==> src/rtl/tthbif_uart_tx_if.sv <==
// Byte-wide valid/ready handshake between the tthbif control logic and the UART transmitter.
interface tthbif_uart_tx_if #(
  parameter int DATA_BITS = 8
);
  logic [DATA_BITS-1:0] tx_data;
  logic                 tx_valid;
  logic                 tx_ready;

  modport master (output tx_data, output tx_valid, input tx_ready);
  modport slave  (input tx_data, input tx_valid, output tx_ready);
endinterface

==> src/rtl/tthbif_uart_tx.sv <==
// 8N1-style UART transmitter, LSB first, fixed divisor; drives the host-facing serial line.
// state | meaning
// IDLE  | line high, ready when enabled, waiting for a byte
// START | start bit (line low) for CLKS_PER_BIT cycles
// DATA  | DATA_BITS payload bits, LSB first, each CLKS_PER_BIT cycles
// STOP  | stop bit (line high) for CLKS_PER_BIT cycles
module tthbif_uart_tx #(
  parameter int CLKS_PER_BIT = 434,
  parameter int DATA_BITS    = 8
) (
  input  logic             clk_i,
  input  logic             rst_ni,
  input  logic             en_i,
  tthbif_uart_tx_if.slave  tx_if,
  output logic             busy_o,
  output logic             tx_o
);

  localparam int BAUD_W = $clog2(CLKS_PER_BIT);
  localparam int BIT_W  = $clog2(DATA_BITS + 1);

  typedef enum logic [1:0] {
    IDLE  = 2'd0,
    START = 2'd1,
    DATA  = 2'd2,
    STOP  = 2'd3
  } state_t;

  state_t               state_q, state_d;
  logic [BAUD_W-1:0]    baud_q, baud_d;
  logic [BIT_W-1:0]     bit_q, bit_d;
  logic [DATA_BITS-1:0] shift_q, shift_d;
  logic                 tx_q, tx_d;

  logic accept;
  logic baud_last;
  logic bit_last;

  // rst_ni in the ready term keeps ready low for the whole reset window
  assign tx_if.tx_ready = rst_ni && en_i && (state_q == IDLE);
  assign accept         = tx_if.tx_valid && tx_if.tx_ready;
  assign baud_last      = (baud_q == BAUD_W'(CLKS_PER_BIT - 1));
  assign bit_last       = (bit_q == BIT_W'(DATA_BITS - 1));
  assign busy_o         = (state_q != IDLE);
  assign tx_o           = tx_q;

  always_ff @(posedge clk_i or negedge rst_ni) begin
    if (!rst_ni) begin
      state_q <= IDLE;
      baud_q  <= '0;
      bit_q   <= '0;
      shift_q <= '0;
      tx_q    <= 1'b1;
    end else begin
      state_q <= state_d;
      baud_q  <= baud_d;
      bit_q   <= bit_d;
      shift_q <= shift_d;
      tx_q    <= tx_d;
    end
  end

  always_comb begin
    state_d = state_q;
    baud_d  = baud_q;
    bit_d   = bit_q;
    shift_d = shift_q;
    tx_d    = tx_q;
    unique case (state_q)
      IDLE: begin
        tx_d = 1'b1;
        if (accept) begin
          state_d = START;
          shift_d = tx_if.tx_data;
          baud_d  = '0;
          tx_d    = 1'b0;
        end
      end
      START: begin
        if (baud_last) begin
          state_d = DATA;
          baud_d  = '0;
          bit_d   = '0;
          tx_d    = shift_q[0];
        end else begin
          baud_d = baud_q + BAUD_W'(1);
        end
      end
      DATA: begin
        if (baud_last) begin
          baud_d = '0;
          if (bit_last) begin
            state_d = STOP;
            tx_d    = 1'b1;
          end else begin
            // the line follows the bit that becomes shift[0] after this shift
            shift_d = shift_q >> 1;
            bit_d   = bit_q + BIT_W'(1);
            tx_d    = shift_q[1];
          end
        end else begin
          baud_d = baud_q + BAUD_W'(1);
        end
      end
      STOP: begin
        tx_d = 1'b1;
        if (baud_last) begin
          state_d = IDLE;
          baud_d  = '0;
        end else begin
          baud_d = baud_q + BAUD_W'(1);
        end
      end
      default: begin
        state_d = IDLE;
        tx_d    = 1'b1;
      end
    endcase
  end

endmodule

==> src/flat_wrapper.sv <==
// flat-port wrapper written by rule: the top's interface ports become plain ports
module tthbif_uart_tx_flat 
#(
  parameter int CLKS_PER_BIT = 434,
  parameter int DATA_BITS    = 8
)
  (clk_i, rst_ni, en_i, busy_o, tx_o, tx_if_tx_data, tx_if_tx_valid, tx_if_tx_ready);
  tthbif_uart_tx_if #(.DATA_BITS(DATA_BITS)) tx_if_i ();
  input  logic clk_i;
  input  logic rst_ni;
  input  logic en_i;
  output logic busy_o;
  output logic tx_o;
  input wire logic [$bits(tx_if_i.tx_data)-1:0] tx_if_tx_data;
  input wire logic [$bits(tx_if_i.tx_valid)-1:0] tx_if_tx_valid;
  output wire logic [$bits(tx_if_i.tx_ready)-1:0] tx_if_tx_ready;
  assign tx_if_i.tx_data = tx_if_tx_data;
  assign tx_if_i.tx_valid = tx_if_tx_valid;
  assign tx_if_tx_ready = tx_if_i.tx_ready;
  tthbif_uart_tx #(.CLKS_PER_BIT(CLKS_PER_BIT), .DATA_BITS(DATA_BITS)) u_core (.clk_i(clk_i), .rst_ni(rst_ni), .en_i(en_i), .tx_if(tx_if_i), .busy_o(busy_o), .tx_o(tx_o));
endmodule
==> config.mk <==
export PLATFORM = sky130hd
export DESIGN_NAME = tthbif_uart_tx_flat
export DESIGN_NICKNAME = d
export VERILOG_FILES = /design/src/rtl/tthbif_uart_tx_if.sv /design/src/rtl/tthbif_uart_tx.sv /design/src/flat_wrapper.sv
export SDC_FILE = /design/constraint.sdc
export NUM_CORES = 1
export LEC_CHECK = 0
export CAP_MARGIN = 20
export CELL_PAD_IN_SITES_DETAIL_PLACEMENT = 1
export CELL_PAD_IN_SITES_GLOBAL_PLACEMENT = 1
export CORE_MARGIN = 2
export CORE_UTILIZATION = 44
export DETAILED_ROUTE_END_ITERATION = 12
export PLACE_DENSITY_LB_ADDON = 0.1
export SLEW_MARGIN = 5
export SYNTH_ARGS = -nofsm -noshare
export SYNTH_HDL_FRONTEND = slang
export SYNTH_SLANG_ARGS = --single-unit
==> constraint.sdc <==
create_clock -name clk_i -period 2.3 [get_ports clk_i]
set_input_delay 0.23 -clock clk_i [delete_from_list [all_inputs] [get_ports clk_i]]
set_output_delay 0.23 -clock clk_i [all_outputs]
set_load 0.05 [all_outputs]
[Word level (Yosys, flattened, before mapping)]
Cells that the tools add are included.
Cells by class
  add/subtract/negate cells: 2
  equality and inequality tests: 11
  mux-type cells: 22
  reductions and logical operators: 12
Operators by type and width (number)
  8-bit two-way mux: 3
  9-bit two-way mux: 2
  9-bit case mux with 2 select lines: 1
  8-bit case mux with 2 select lines: 1
  4-bit two-way mux: 3
  2-bit two-way mux: 5
  2-bit by 1-bit != test with 1-bit output, second input constant: 5
  9-bit by 1-bit adder with 9-bit output, second input constant: 1
  9-bit equality test, second input constant: 1
  2-bit case mux with 4 select lines: 1
  4-bit case mux with 2 select lines: 1
  4-bit AND reduction: 2
  2-bit nonzero test: 3
  5-bit AND reduction: 1
  4-bit by 1-bit adder with 4-bit output, second input constant: 1
  2-bit equality test, second input constant: 2
  4-bit by 3-bit equality test with 1-bit output, second input constant: 1
  1-bit two-way mux: 4
  1-bit case mux with 4 select lines: 1
  1-bit logical AND: 3
  3-bit OR reduction: 1
  2-bit by 1-bit equality test with 1-bit output, second input constant: 1
  2-bit zero test: 1
  2-bit != test, second input constant: 1
  2-bit AND reduction: 1
Word-level totals
  flip-flop bits (word level): 24
  bits of input ports: 12
  output and inout port bits: 3
  word-level logic and storage cells: 52

[Longest topological paths before layout]
Gate-level depths: netlist of run 1.
  depth after elaboration: 5
  gate-level depth with buffers: 7
  gate-level depth less buffers: 6

[Worst setup path after synthesis of run 1]
No wires, ideal clock.
  kind: register -> register
  from: register u_core.state_q[0]
  to: register u_core.tx_q (netlist: u_core.tx_o)
  library setup time: 0.082 ns
  data arrival time: 1.821 ns
  data required time: 2.218 ns
  path slack: 0.397 ns
  stages on the path, launching flop included: 7
  buffers on the path: 1
  clock period less this slack: 1.903 ns
  cell sequence: dfrtp_1 -> inv_1 -> ha_1 -> clkbuf_1 -> and3_1 -> a32oi_1 -> mux2_2
On the way
  cells in the longest elaborated chain, start to end: 5
  elaborated cells between the ends (all ways): 11
  classes of those cells: eq/ne (5); mux (2); reduce/logical (4)
Ends and longest elaborated chain
  from (decl): line tthbif_uart_tx.sv:29  | state_t state_q, state_d;
  from (signal assigned): line tthbif_uart_tx.sv:55  | state_q <= state_d;
  2-bit zero test: line tthbif_uart_tx.sv:40  | assign tx_if.tx_ready = rst_ni && en_i && (state_q == IDLE);
  1-bit logical AND: line tthbif_uart_tx.sv:40
  net tx_if_tx_ready: line flat_wrapper.sv:16  | output wire logic [$bits(tx_if_i.tx_ready)-1:0] tx_if_tx_ready;
  1-bit logical AND: line tthbif_uart_tx.sv:41  | assign accept = tx_if.tx_valid && tx_if.tx_ready;
  1-bit two-way mux: line tthbif_uart_tx.sv:72  | if (accept) begin
  1-bit case mux with 4 select lines: line tthbif_uart_tx.sv:69  | unique case (state_q)
  to (signal assigned): line tthbif_uart_tx.sv:59  | tx_q <= tx_d;
  to (decl): line tthbif_uart_tx.sv:33  | logic tx_q, tx_d;
The timed path passes the listed nets, and every way through them passes these cells.
A chain may end at the register's enable or synchronous reset.

[Worst setup path after layout of run 1]
  from: register u_core.state_q[0]
  to: register u_core.shift_q[6]
On the way
  cells in the longest elaborated chain, start to end: 5
  elaborated cells between the ends (all ways): 10
  classes of those cells: eq/ne (4); mux (1); reduce/logical (5)
Ends and longest elaborated chain
  2-bit zero test: line tthbif_uart_tx.sv:40, tthbif_uart_tx.sv:69
  1-bit logical AND: line tthbif_uart_tx.sv:40
  1-bit logical AND: line tthbif_uart_tx.sv:41
  2-bit by 1-bit != test with 1-bit output (no line)
  4-bit AND reduction (no line)
  to (signal assigned): line tthbif_uart_tx.sv:58  | shift_q <= shift_d;
  to (decl): line tthbif_uart_tx.sv:32  | logic [DATA_BITS-1:0] shift_q, shift_d;
Several ways; a longest one is shown, not always the timed one.

==> results.toml, run 1 <==
[route]
via_per_inst = 5.64
drc_errors = 0
drtAntennaViolNets = 0
wl_um = 3170
wl_per_cell_um = 16.0
vias = 1116
first_pass_iters = 4
drt_iter0_markers = 13

[worst_setup_path]
path_cells = "inv_1 > ha_1 > and3_1 > a221o_1 > mux2_4"
cp_slowest_cell = "a221o_1"
arrival_ns = 2.32
cp_num_cells = 5
startpoint = "u_core.state_q[0]"
cp_slowest_stage_delay_ns = 0.49
regToRegSetupSlack_ns = 0.19
setup.worst_path.start_class = "flip-flop"
path_buf_inv = 1
critical-path-top-delay-family = "compound AO/OA/AOI/OAI gates"
r2r-end = "u_core.shift_q[6]"
worst_setup_path_end_kind = "flip-flop"
r2r_start = "u_core.state_q[0]"
crit_path_end = "u_core.shift_q[6]"
required_ns = 2.51
crit_fanout = 10
setup.worst_path.class = "reg2reg"
ff2ff_path_depth = 5

[layout]
diodes = 0
finish.utilization_pct = 54.8
finalNetCount = 175
drive_gt1_share_pct = 20.1
syn_to_final_growth_pct = 17.0

[global_routing]
grt_use_total_pct = 19.5
antenna_found_initial = 0
grt_remaining_overflow = 0
grt_pass1_vias = 1092
grt_max_degree = 26
grt_pass1_wl_um = 5310

[sta]
fin_hold_ws_ns = 0.359
finalMaxSlewViolations = 0
finalHoldViolations = 0
tns_ns = 0
min_period_over_period_pct = 91.5
worst_slew_pin_slew_ns = 0.589
slew_headroom_pct = 60.7
skew_ns = 0.00232
fin_crit_ns = 2.11
rsz0062_at_grt = "no"
maxClockFrequency_mhz = 475
finalSetupViolCount = 0

[pwr]
power_density_nw_per_um2 = 419
irDropWorstVdd_mv = 0.376
fin_total_pwr_uw = 706
p_leak_nw = 0.754

[floorplanning]
io_pins = 15
die_w_um = 61.2
rows = 20
initial_utilization_pct = 46.8
dieArea_sq_um = 3750
design.core.area_sq_um = 3080
die_y_um = 61.2

[clock_network]
cts_num_sinks = 24
clk_transition_reported_paths_ns = 0.13
clk_path_buf_depth = 2
htree_levels = 1
cts_hold_buf = 0
post_cts_buffers = 0
ctsResizeCount = 0
insertion_delay_ns = 0.31
cts.root.buffer_cell = "clkbuf_4"
numCtsBuffers = 3
cts_tree = "built"

[yosys]
syn_inst = 137
synth_ff_type = "dfrtp_1"
netlist_area_sq_um = 1440
postSynthAreaPerCell_sq_um = 10.5
seq_area_frac_synth_pct = 41.8
ys_types = 42
ys_warn_count = 0
ys_ff_latch = 24
synth_edf_count = 0
async_flop_share_pct = 100
synth_nets = 157

[status]
status = "completed"

[hold_path]
hp-class = "in2async"

[placement]
hpwl_um = 2380
port_buffers = 14
place.gp.congestion = 0.827

[flow_run]
maxCapViolations = 0
-- worst min-delay path by stage --
stage	endpoint	slack (ns)	cells after the start
after global routing	u_core.bit_q[0]	0.37	2
final	u_core.bit_q[0]	0.36	2
after detailed placement	u_core.shift_q[7]	0.49	1
after CTS	u_core.bit_q[1]	0.36	2
after global placement	u_core.shift_q[2]	0.49	1
after floorplan	u_core.baud_q[0]	-0.07	0
-- power by group --
part	internal, mW	switching, mW	leakage (nW)	total (mW)
Clock	0.0966	0.127	0.0210	0.224
Sequential	0.429	0.00436	0.298	0.434
Combinational	0.0324	0.0163	0.435	0.0487
Total	0.558	0.148	0.754	0.706
-- synth_stat cells (all sizes together), types with 3 or more instances --
| cell type | number | share of area [%] |
|---|---|---|
| mux2 | 17 | 15 |
| and2 | 3 | 1.4 |
| a31oi | 4 | 1.7 |
| nor2 | 5 | 1.3 |
| nand3 | 9 | 3.1 |
| buf | 4 | 1.7 |
| a21oi | 9 | 3.1 |
| dfrtp | 23 | 40 |
| o21ai | 9 | 3.1 |
| ha | 8 | 6.9 |
| nand2 | 8 | 2.1 |
| inv | 8 | 2.1 |
| and3 | 4 | 1.8 |
-- placed cells by master (no fill, tap or decap), types with 2 or more instances in the layout --
| master | count |
|---|---|
| a21oi_1 | 9 |
| a22o_1 | 2 |
| a31oi_1 | 4 |
| and2_1 | 2 |
| and3_1 | 3 |
| buf_4 | 4 |
| clkbuf_4 | 3 |
| clkdlybuf4s50_1 | 12 |
| dfrtp_1 | 23 |
| ha_1 | 8 |
| inv_1 | 8 |
| mux2_2 | 9 |
| mux2_4 | 8 |
| nand2_1 | 8 |
| nand2b_1 | 2 |
| nand3_1 | 9 |
| nor2_1 | 5 |
| o21ai_0 | 9 |
-- logic make-up after synthesis --
kind of cell	share of synthesized area, %
simple gates	16.1
compound gates	14.5
flops	41.8
mux	16.1
buf+inv	4.08
fa+ha+maj	6.94
xor+xnor	0.608
-- sequential cells by signal, indices dropped and copies added, names as in the netlist --
name and flops:
u_core.tx_o 1, u_core.shift_q 8, u_core.bit_q 4, u_core.baud_q 9, u_core.state_q 2
-- metrics by stage --
step           instances  setup slack (ns)  cell area, sq um
5_1_grt              198            0.0801              1690
3_5_place_dp         194             0.200              1650
3_3_place_gp         194             0.260              1650
4_1_cts              198           0.00546              1680
6_report             198             0.194              1690
2_1_floorplan        137             0.397              1440
-- routing by layer --
metal	part of all wire, %	vias up	track usage [%]
met2	49	20	31.9
li1	-	529	-
met3	3.3	6	4.62
met5	0	-	0
met1	46	561	26.1
met4	1.4	0	4.66
-- layout make-up --
class,count,area (sq um)
Fill cell,351,1390
Multi-Input combinational cell,100,781
Sequential cell,24,602
Timing Repair Buffer,18,183
Tap cell,44,55.1
Clock buffer,4,36.3
Inverter,8,30.0
No activity file was read; power rests on OpenSTA's default activity.
==> run 2, diff against run 1 <==
--- a/config.mk
+++ b/config.mk
@@ -10,6 +10,7 @@
 export CELL_PAD_IN_SITES_GLOBAL_PLACEMENT = 1
 export CORE_MARGIN = 2
 export CORE_UTILIZATION = 44
+export CTS_CLUSTER_DIAMETER = 120
 export DETAILED_ROUTE_END_ITERATION = 12
 export PLACE_DENSITY_LB_ADDON = 0.1
 export SLEW_MARGIN = 5
==> results of run 2 <==
No change in the layout: final DEF, timing and power equal those of run 1.
==> run 3, diff against run 2 <==
--- a/config.mk
+++ b/config.mk
@@ -12,6 +12,7 @@
 export CORE_UTILIZATION = 44
 export CTS_CLUSTER_DIAMETER = 120
 export DETAILED_ROUTE_END_ITERATION = 12
+export GPL_ROUTABILITY_DRIVEN = 0
 export PLACE_DENSITY_LB_ADDON = 0.1
 export SLEW_MARGIN = 5
 export SYNTH_ARGS = -nofsm -noshare
==> results of run 3 <==
No change in the layout: final DEF, timing and power equal those of run 1.
